File: src/rtl/matrix_fp_pkg.sv
`default_nettype none
//============================================================================
// Module   : matrix_fp_pkg
// Brief    : Shared fixed-point matrix constants, op/state encodings, clamp.
// Revision : 1.0 - initial release
//============================================================================
package matrix_fp_pkg;

    localparam int DEF_INT_WIDTH  = 8;
    localparam int DEF_FRAC_WIDTH = 8;
    localparam int TOTAL_WIDTH    = DEF_INT_WIDTH + DEF_FRAC_WIDTH;
    localparam int MAX_WIDTH      = 64;

    localparam logic [1:0] OP_SUB  = 2'b00;
    localparam logic [1:0] OP_ADD  = 2'b01;
    localparam logic [1:0] OP_RSUB = 2'b10;
    localparam logic [1:0] OP_COPY = 2'b11;

    typedef enum logic [1:0] {
        ST_IDLE    = 2'd0,
        ST_PROCESS = 2'd1,
        ST_DONE    = 2'd2
    } state_t;

    // ext holds a w+1 bit result sign-extended to MAX_WIDTH+1; the caller keeps the low w bits.
    function automatic logic [MAX_WIDTH-1:0] sat_clamp(input logic [MAX_WIDTH:0] ext,
                                                       input logic [6:0]         w);
        logic [MAX_WIDTH-1:0] lim;
        logic [6:0]           msb;
        msb = w - 7'd1;
        lim = ext[MAX_WIDTH-1:0];
        if (ext[w] != ext[msb]) begin
            lim = {{(MAX_WIDTH-1){1'b0}}, 1'b1} << msb;
            if (!ext[w]) begin
                lim = lim - {{(MAX_WIDTH-1){1'b0}}, 1'b1};
            end
        end
        return lim;
    endfunction

endpackage
`default_nettype wire

File: src/rtl/fp_addsub_lane.sv
`default_nettype none
//============================================================================
// Module   : fp_addsub_lane
// Brief    : One combinational signed add/sub/rsub/copy lane with overflow.
// Revision : 1.0 - initial release
//============================================================================
module fp_addsub_lane
    import matrix_fp_pkg::*;
#(
    parameter int W        = TOTAL_WIDTH,
    parameter bit SATURATE = 1'b1
) (
    input  logic [W-1:0] a,
    input  logic [W-1:0] b,
    input  logic [1:0]   op,
    output logic [W-1:0] sum_w,
    output logic         ovf
);

    logic [W:0] w_a;
    logic [W:0] w_b;
    logic [W:0] w_s;

    assign w_a = {a[W-1], a};
    assign w_b = {b[W-1], b};

    always_comb begin
        w_s = w_a;
        case (op)
            OP_SUB:  w_s = w_a - w_b;
            OP_ADD:  w_s = w_a + w_b;
            OP_RSUB: w_s = w_b - w_a;
            default: w_s = w_a;
        endcase
    end

    assign ovf = w_s[W] ^ w_s[W-1];

    generate
        if (SATURATE) begin : g_sat
            logic [MAX_WIDTH:0] w_ext;
            assign w_ext = {{(MAX_WIDTH-W){w_s[W]}}, w_s};
            assign sum_w = W'(sat_clamp(w_ext, 7'(W)));
        end else begin : g_wrap
            assign sum_w = w_s[W-1:0];
        end
    endgenerate

endmodule
`default_nettype wire

File: src/rtl/matrix_addsub_fixed_point.sv
`default_nettype none
//============================================================================
// Module   : matrix_addsub_fixed_point
// Brief    : Element-wise A-B / A+B / B-A / copy over a fixed-point matrix.
// Revision : 1.0 - initial release
//============================================================================
module matrix_addsub_fixed_point
    import matrix_fp_pkg::*;
#(
    parameter int ROWS       = 4,
    parameter int COLS       = 4,
    parameter int INT_WIDTH  = 8,
    parameter int FRAC_WIDTH = 8,
    parameter int LANES      = 1,
    parameter bit SATURATE   = 1'b1
) (
    input  logic                                          clk,
    input  logic                                          reset_n,
    input  logic                                          start,
    input  logic [1:0]                                    op,
    input  logic [ROWS*COLS*(INT_WIDTH+FRAC_WIDTH)-1:0]   matrix_a,
    input  logic [ROWS*COLS*(INT_WIDTH+FRAC_WIDTH)-1:0]   matrix_b,
    output logic [ROWS*COLS*(INT_WIDTH+FRAC_WIDTH)-1:0]   result,
    output logic                                          busy,
    output logic                                          done,
    output logic                                          overflow
);

    localparam int c_W     = INT_WIDTH + FRAC_WIDTH;
    localparam int c_N     = ROWS * COLS;
    localparam int c_BEATS = c_N / LANES;
    localparam int c_CW    = $clog2(c_BEATS) + 1;

    generate
        if (LANES < 1 || (c_N % LANES) != 0 || c_W >= MAX_WIDTH) begin : g_param_check
            $error("matrix_addsub_fixed_point: ROWS*COLS must be a multiple of LANES");
        end
    endgenerate

    state_t                 r_state;
    state_t                 w_state_nxt;
    logic [c_CW-1:0]        r_beat;
    logic [1:0]             r_op;
    logic                   r_ovf;
    logic [c_N*c_W-1:0]     r_res;
    logic [LANES*c_W-1:0]   w_lsum;
    logic [LANES-1:0]       w_lovf;
    logic                   w_accept;
    logic                   w_last;

    assign w_accept = (r_state == ST_IDLE) && start;
    assign w_last   = (r_beat == c_CW'(c_BEATS - 1));

    always_comb begin
        w_state_nxt = r_state;
        case (r_state)
            ST_IDLE:    if (start)  w_state_nxt = ST_PROCESS;
            ST_PROCESS: if (w_last) w_state_nxt = ST_DONE;
            ST_DONE:                w_state_nxt = ST_IDLE;
            default:                w_state_nxt = ST_IDLE;
        endcase
    end

    always_ff @(posedge clk) begin
        if (!reset_n) begin
            r_state <= ST_IDLE;
            r_beat  <= '0;
            r_op    <= OP_SUB;
            r_ovf   <= 1'b0;
        end else begin
            r_state <= w_state_nxt;
            if (w_accept) begin
                r_op   <= op;
                r_beat <= '0;
                r_ovf  <= 1'b0;
            end else if (r_state == ST_PROCESS) begin
                r_beat <= r_beat + c_CW'(1);
                if (|w_lovf) begin
                    r_ovf <= 1'b1;
                end
            end
        end
    end

    // Each lane picks its operand for the current beat straight off the live input buses.
    generate
        for (genvar l = 0; l < LANES; l++) begin : g_lane
            logic [c_W-1:0] w_a_sel;
            logic [c_W-1:0] w_b_sel;

            always_comb begin
                w_a_sel = '0;
                w_b_sel = '0;
                for (int bt = 0; bt < c_BEATS; bt++) begin
                    if (r_beat == c_CW'(bt)) begin
                        w_a_sel = matrix_a[(bt*LANES+l)*c_W +: c_W];
                        w_b_sel = matrix_b[(bt*LANES+l)*c_W +: c_W];
                    end
                end
            end

            fp_addsub_lane #(
                .W        (c_W),
                .SATURATE (SATURATE)
            ) u_lane (
                .a     (w_a_sel),
                .b     (w_b_sel),
                .op    (r_op),
                .sum_w (w_lsum[l*c_W +: c_W]),
                .ovf   (w_lovf[l])
            );
        end
    endgenerate

    always_ff @(posedge clk) begin
        if (!reset_n) begin
            r_res <= '0;
        end else if (r_state == ST_PROCESS) begin
            for (int k = 0; k < c_N; k++) begin
                if (r_beat == c_CW'(k / LANES)) begin
                    r_res[k*c_W +: c_W] <= w_lsum[(k%LANES)*c_W +: c_W];
                end
            end
        end
    end

    assign result   = r_res;
    assign busy     = (r_state != ST_IDLE);
    assign done     = (r_state == ST_DONE);
    assign overflow = r_ovf;

endmodule
`default_nettype wire

File: config.mk
export PLATFORM = sky130hd
export DESIGN_NAME = matrix_addsub_fixed_point
export DESIGN_NICKNAME = d
export VERILOG_FILES = /design/src/rtl/matrix_fp_pkg.sv /design/src/rtl/fp_addsub_lane.sv /design/src/rtl/matrix_addsub_fixed_point.sv
export SDC_FILE = /design/constraint.sdc
export NUM_CORES = 1
export LEC_CHECK = 0
export CORE_AREA = 2 2 305 307
export DETAILED_ROUTE_END_ITERATION = 10
export DIE_AREA = 0 0 307 309
export PLACE_DENSITY = 0.41
export SETUP_SLACK_MARGIN = 0.4
export SYNTH_ARGS = -nofsm -noshare
export SYNTH_HDL_FRONTEND = slang
export SYNTH_SLANG_ARGS = --single-unit
File: constraint.sdc
create_clock -name clk -period 9.2 [get_ports clk]
set_input_delay 1.38 -clock clk [delete_from_list [all_inputs] [get_ports clk]]
set_output_delay 1.38 -clock clk [all_outputs]
set_load 0.05 [all_outputs]
==> results of run 1 <==
## where the power goes
group | internal, mW | switching (mW)
clock network | 0.781 | 0.523
registers | 1.17 | 0.0153
logic | 0.750 | 1.41
total | 2.70 | 1.95
## worst max-delay path by stage
stage	startpoint	to	slack (ns)	cells past startpoint
2_1_floorplan	r_beat[0]	result[130]	1.93	33
3_3_place_gp	r_beat[2]	result[190]	0.42	27
3_5_place_dp	r_beat[2]	result[69]	0.33	25
4_1_cts	r_beat[0]	result[69]	0.53	26
5_1_grt	r_beat[2]	result[69]	0.50	25
6_report	r_beat[2]	result[69]	0.94	25
## cells in the final DEF (no fill, tap or decap), drive strengths merged, types with 16 or more instances in the layout
master | synthesis | final
dfxtp | 266 | 266
a32o | 30 | 30
o221ai | 17 | 17
a31oi | 19 | 19
o211ai | 25 | 25
and3 | 20 | 20
buf | 61 | 94
o31ai | 18 | 18
o22ai | 33 | 33
nand2 | 333 | 333
a21o | 20 | 20
o21a | 27 | 27
nor2 | 165 | 165
a221o | 16 | 16
clkbuf | 118 | 42
clkdlybuf4s50 | 0 | 775
inv | 39 | 43
nand3 | 24 | 24
a311oi | 16 | 16
nand2b | 24 | 24
xnor2 | 32 | 32
a22oi | 31 | 31
a21oi | 224 | 224
ha | 41 | 41
o21ai | 308 | 308
nor2b | 19 | 19
a22o | 51 | 51
a221oi | 16 | 16
## metal layers
layer / global-route usage (%) / vias to the layer above
met5: 0 / -
met4: 7.01 / 4
met3: 3.62 / 125
met2: 45.0 / 972
met1: 34.1 / 10600
li1: - / 9741
## per-stage QoR
step | hold slack [ns] | power [mW] | cell area, um^2
after detailed placement | 0.439 | 3.35 | 26100
after global routing | 0.476 | 4.86 | 27300
final | 0.449 | 4.65 | 27300
after floorplan | 0.445 | 2.28 | 16800
after CTS | 0.450 | 4.66 | 27200
after global placement | 0.436 | 3.36 | 26100
## state kept, by name, indices dropped and copies added (netlist names)
register,flops
r_op,2
result,256
r_state,2
r_beat,5
overflow,1
## cell families (layout without fill, tap and decap cells)
| family | after synthesis | after routing | synth area share (%) |
|---|---|---|---|
| AND/OR/NAND/NOR | 684 | 684 | 19.3 |
| other | 0 | 11 | 0 |
| adder cells (fa/ha/maj) | 43 | 43 | 3.29 |
| XOR/XNOR | 41 | 41 | 2.13 |
| multiplexers | 3 | 3 | 0.201 |
| AO/OA/AOI/OAI | 969 | 969 | 37.9 |
| buffers and inverters | 220 | 964 | 5.58 |
| flip-flops | 266 | 266 | 31.6 |
## worst max-delay path, cell delays in order, from the launching register on
cell and delay [ns]:
dfxtp_2 0.68, buf_4 0.40, or3b_4 0.63, nor2_4 0.55, a22oi_1 0.19, a311oi_1 0.35
a21oi_1 0.06, o21ai_0 0.34, a21oi_1 0.09, a21oi_1 0.16, a21oi_1 0.05, a21oi_1 0.63
o21a_1 0.21, ha_1 0.20, o21ai_0 0.15, a211oi_1 0.46, nor3_1 0.13, buf_4 0.18
o31ai_1 0.36, a311oi_1 0.17, o31a_1 0.35, o21ba_2 0.22, nand4_1 0.23, nor3_4 0.14
o311ai_4 0.88, o21ai_0 0.24
## layout make-up
type / instances / area, um^2
fillers: 9855 / 64100
multi-input cells: 1740 / 10700
repair buffers: 869 / 8490
flip-flops and latches: 266 / 5330
well taps: 1186 / 1480
clock buffers: 42 / 877
clock inverters: 12 / 191
inverters: 41 / 155
diodes: 11 / 27.5
## timing repair
action                                 4_1_cts  5_1_grt
setup endpoints to repair                   32      105
resized for setup                            1        9
endpoints found under the hold margin        0        0
==> impl_metrics.csv, run 1 <==
group,metric,value,unit
run_status,status,"finished, final reports clean",
synth,synth.top_cell.area_share,31.6,%
timing,period_share,89.8,%
clock_network,clkTransAtPathRegs,0.06,ns
detailed_routing,routed.top_layer,"met5",
grt,grt-ovfl-total,0,
place,io_buffers,775,
synth,ys_seq_area_share,31.6,%
grt,grt_start_max_net_pins,46,
setup_path,cp-end-kind,"register",
cells_and_area,syn_to_final_growth,62.1,%
synth,synth_nets,2786,
timing,rsz0062_at_grt,"no",
clock_network,clockBufferDepth,3,
detailed_routing,firstDrtPassIters,7,
detailed_routing,drt_iter0_drc,1914,
cells_and_area,post-route-util,29.9,%
synth,yosys_warnings,0,
job,drv_cap,0,
floorplan,die_w,307,um
timing,slew_headroom,14.3,%
timing,setup_viol,0,
synth,netlist_area,16800,um^2
power_and_ir_drop,p_leak,9.79,nW
synth,avgSynthCellArea,7.56,um^2
synth,synth_area_leaders,"dfxtp_1 32%, o21ai_0 8.1%, nand2_1 7.4%",
synth,ys_types,101,
synth,ys_top_cells_by_count,"333 x nand2_1, 274 x o21ai_0, 266 x dfxtp_1, 224 x a21oi_1, 163 x nor2_1",
synth,synth_top_area_cell,"dfxtp_1",
detailed_routing,wl_met2,62400,um
timing,fin_ws,0.939,ns
grt,first_global_vias,21100,
grt,antenna_found_initial,12,
clock_network,cts_made_buffers,31,
floorplan,pin_count,776,
place,detailedPlace.worstSlack,0.326,ns
floorplan,rows,111,
grt,grt_use_total,26.1,%
synth,syn_inst,2226,
synth,ys_ff_latch,266,
timing,fin_tns_setup,0,ns
cells_and_area,nNetsFinal,3509,
floorplan,design.die.area,94900,um^2
clock_network,cts_tree,"built",
clock_network,hold_buffers,0,
detailed_routing,totalWireLength,130000,um
place,dp_cells,4102,
hold_path,hold_class,"reg -> reg",
place,gp_congestion,0.940,
setup_path,startpoint_type,"register",
detailed_routing,num_vias,21500,
clock_network,clockRootBuffer,"clkbuf_16",
setup_path,r2r_slack,0.94,ns
timing,max_slew.worst_pin.slew,1.28,ns
synth,ys_async_sr_fraction,0,%
cells_and_area,layout-drive-gt1-share,7.17,%
setup_path,worstSetupPathType,"reg -> reg",
setup_path,path_max_fanout,27,
grt,grt_pass1_wl,176000,um
hold_path,hold_depth,2,
setup_path,worstReg2RegEnd,"result[69]",
setup_path,rr_startpoint,"r_beat[2]",
timing,fmax,121,MHz
detailed_routing,wl_met3,7830,um
clock_network,cts_setup_buffers,0,
clock_network,htreeDepth,1,
synth,ys.flop_type,"dfxtp_1",
detailed_routing,wl_met1,56500,um
floorplan,core_area,91400,um^2
detailed_routing,ant_nets,0,
clock_network,clkSinkCount,266,
hold_path,whs_endpoint,"result[243]",
synth,synth_edf_count,0,
floorplan,start_util,18.4,%
timing,finalCriticalPeriod,8.26,ns
detailed_routing,wl_per_cell,31.3,um
setup_path,r2r_cells,25,
detailed_routing,vias_per_cell,5.15,
power_and_ir_drop,p_per_area,171,nW/um^2
clock_network,worstSkewPairLatency,0.59,ns
place,dpl.hpwl,106000,um
timing,slew_viol_final,0,
synth,yosysMostFrequentCell,"nand2_1",
detailed_routing,drc,0,
timing,clock_skew,0.0403,ns
timing,hold_viol,0,
floorplan,die_h,309,um
setup_path,required,9.63,ns
hold_path,min_from,"result[243]",
setup_path,crit_arrival,8.69,ns
power_and_ir_drop,ir_worst_vdd,179,uV
cells_and_area,finalNonFillerCells,4167,
Note: power is estimated with default switching activity, not from simulation.
==> run 2, diff against run 1 <==
--- a/config.mk
+++ b/config.mk
@@ -10,6 +10,7 @@
 export DIE_AREA = 0 0 307 309
 export PLACE_DENSITY = 0.41
 export SETUP_SLACK_MARGIN = 0.4
+export SKIP_CTS_REPAIR_TIMING = 1
 export SYNTH_ARGS = -nofsm -noshare
 export SYNTH_HDL_FRONTEND = slang
 export SYNTH_SLANG_ARGS = --single-unit
==> results of run 2 <==
Final layout, timing and power as in run 1 (identical DEF).
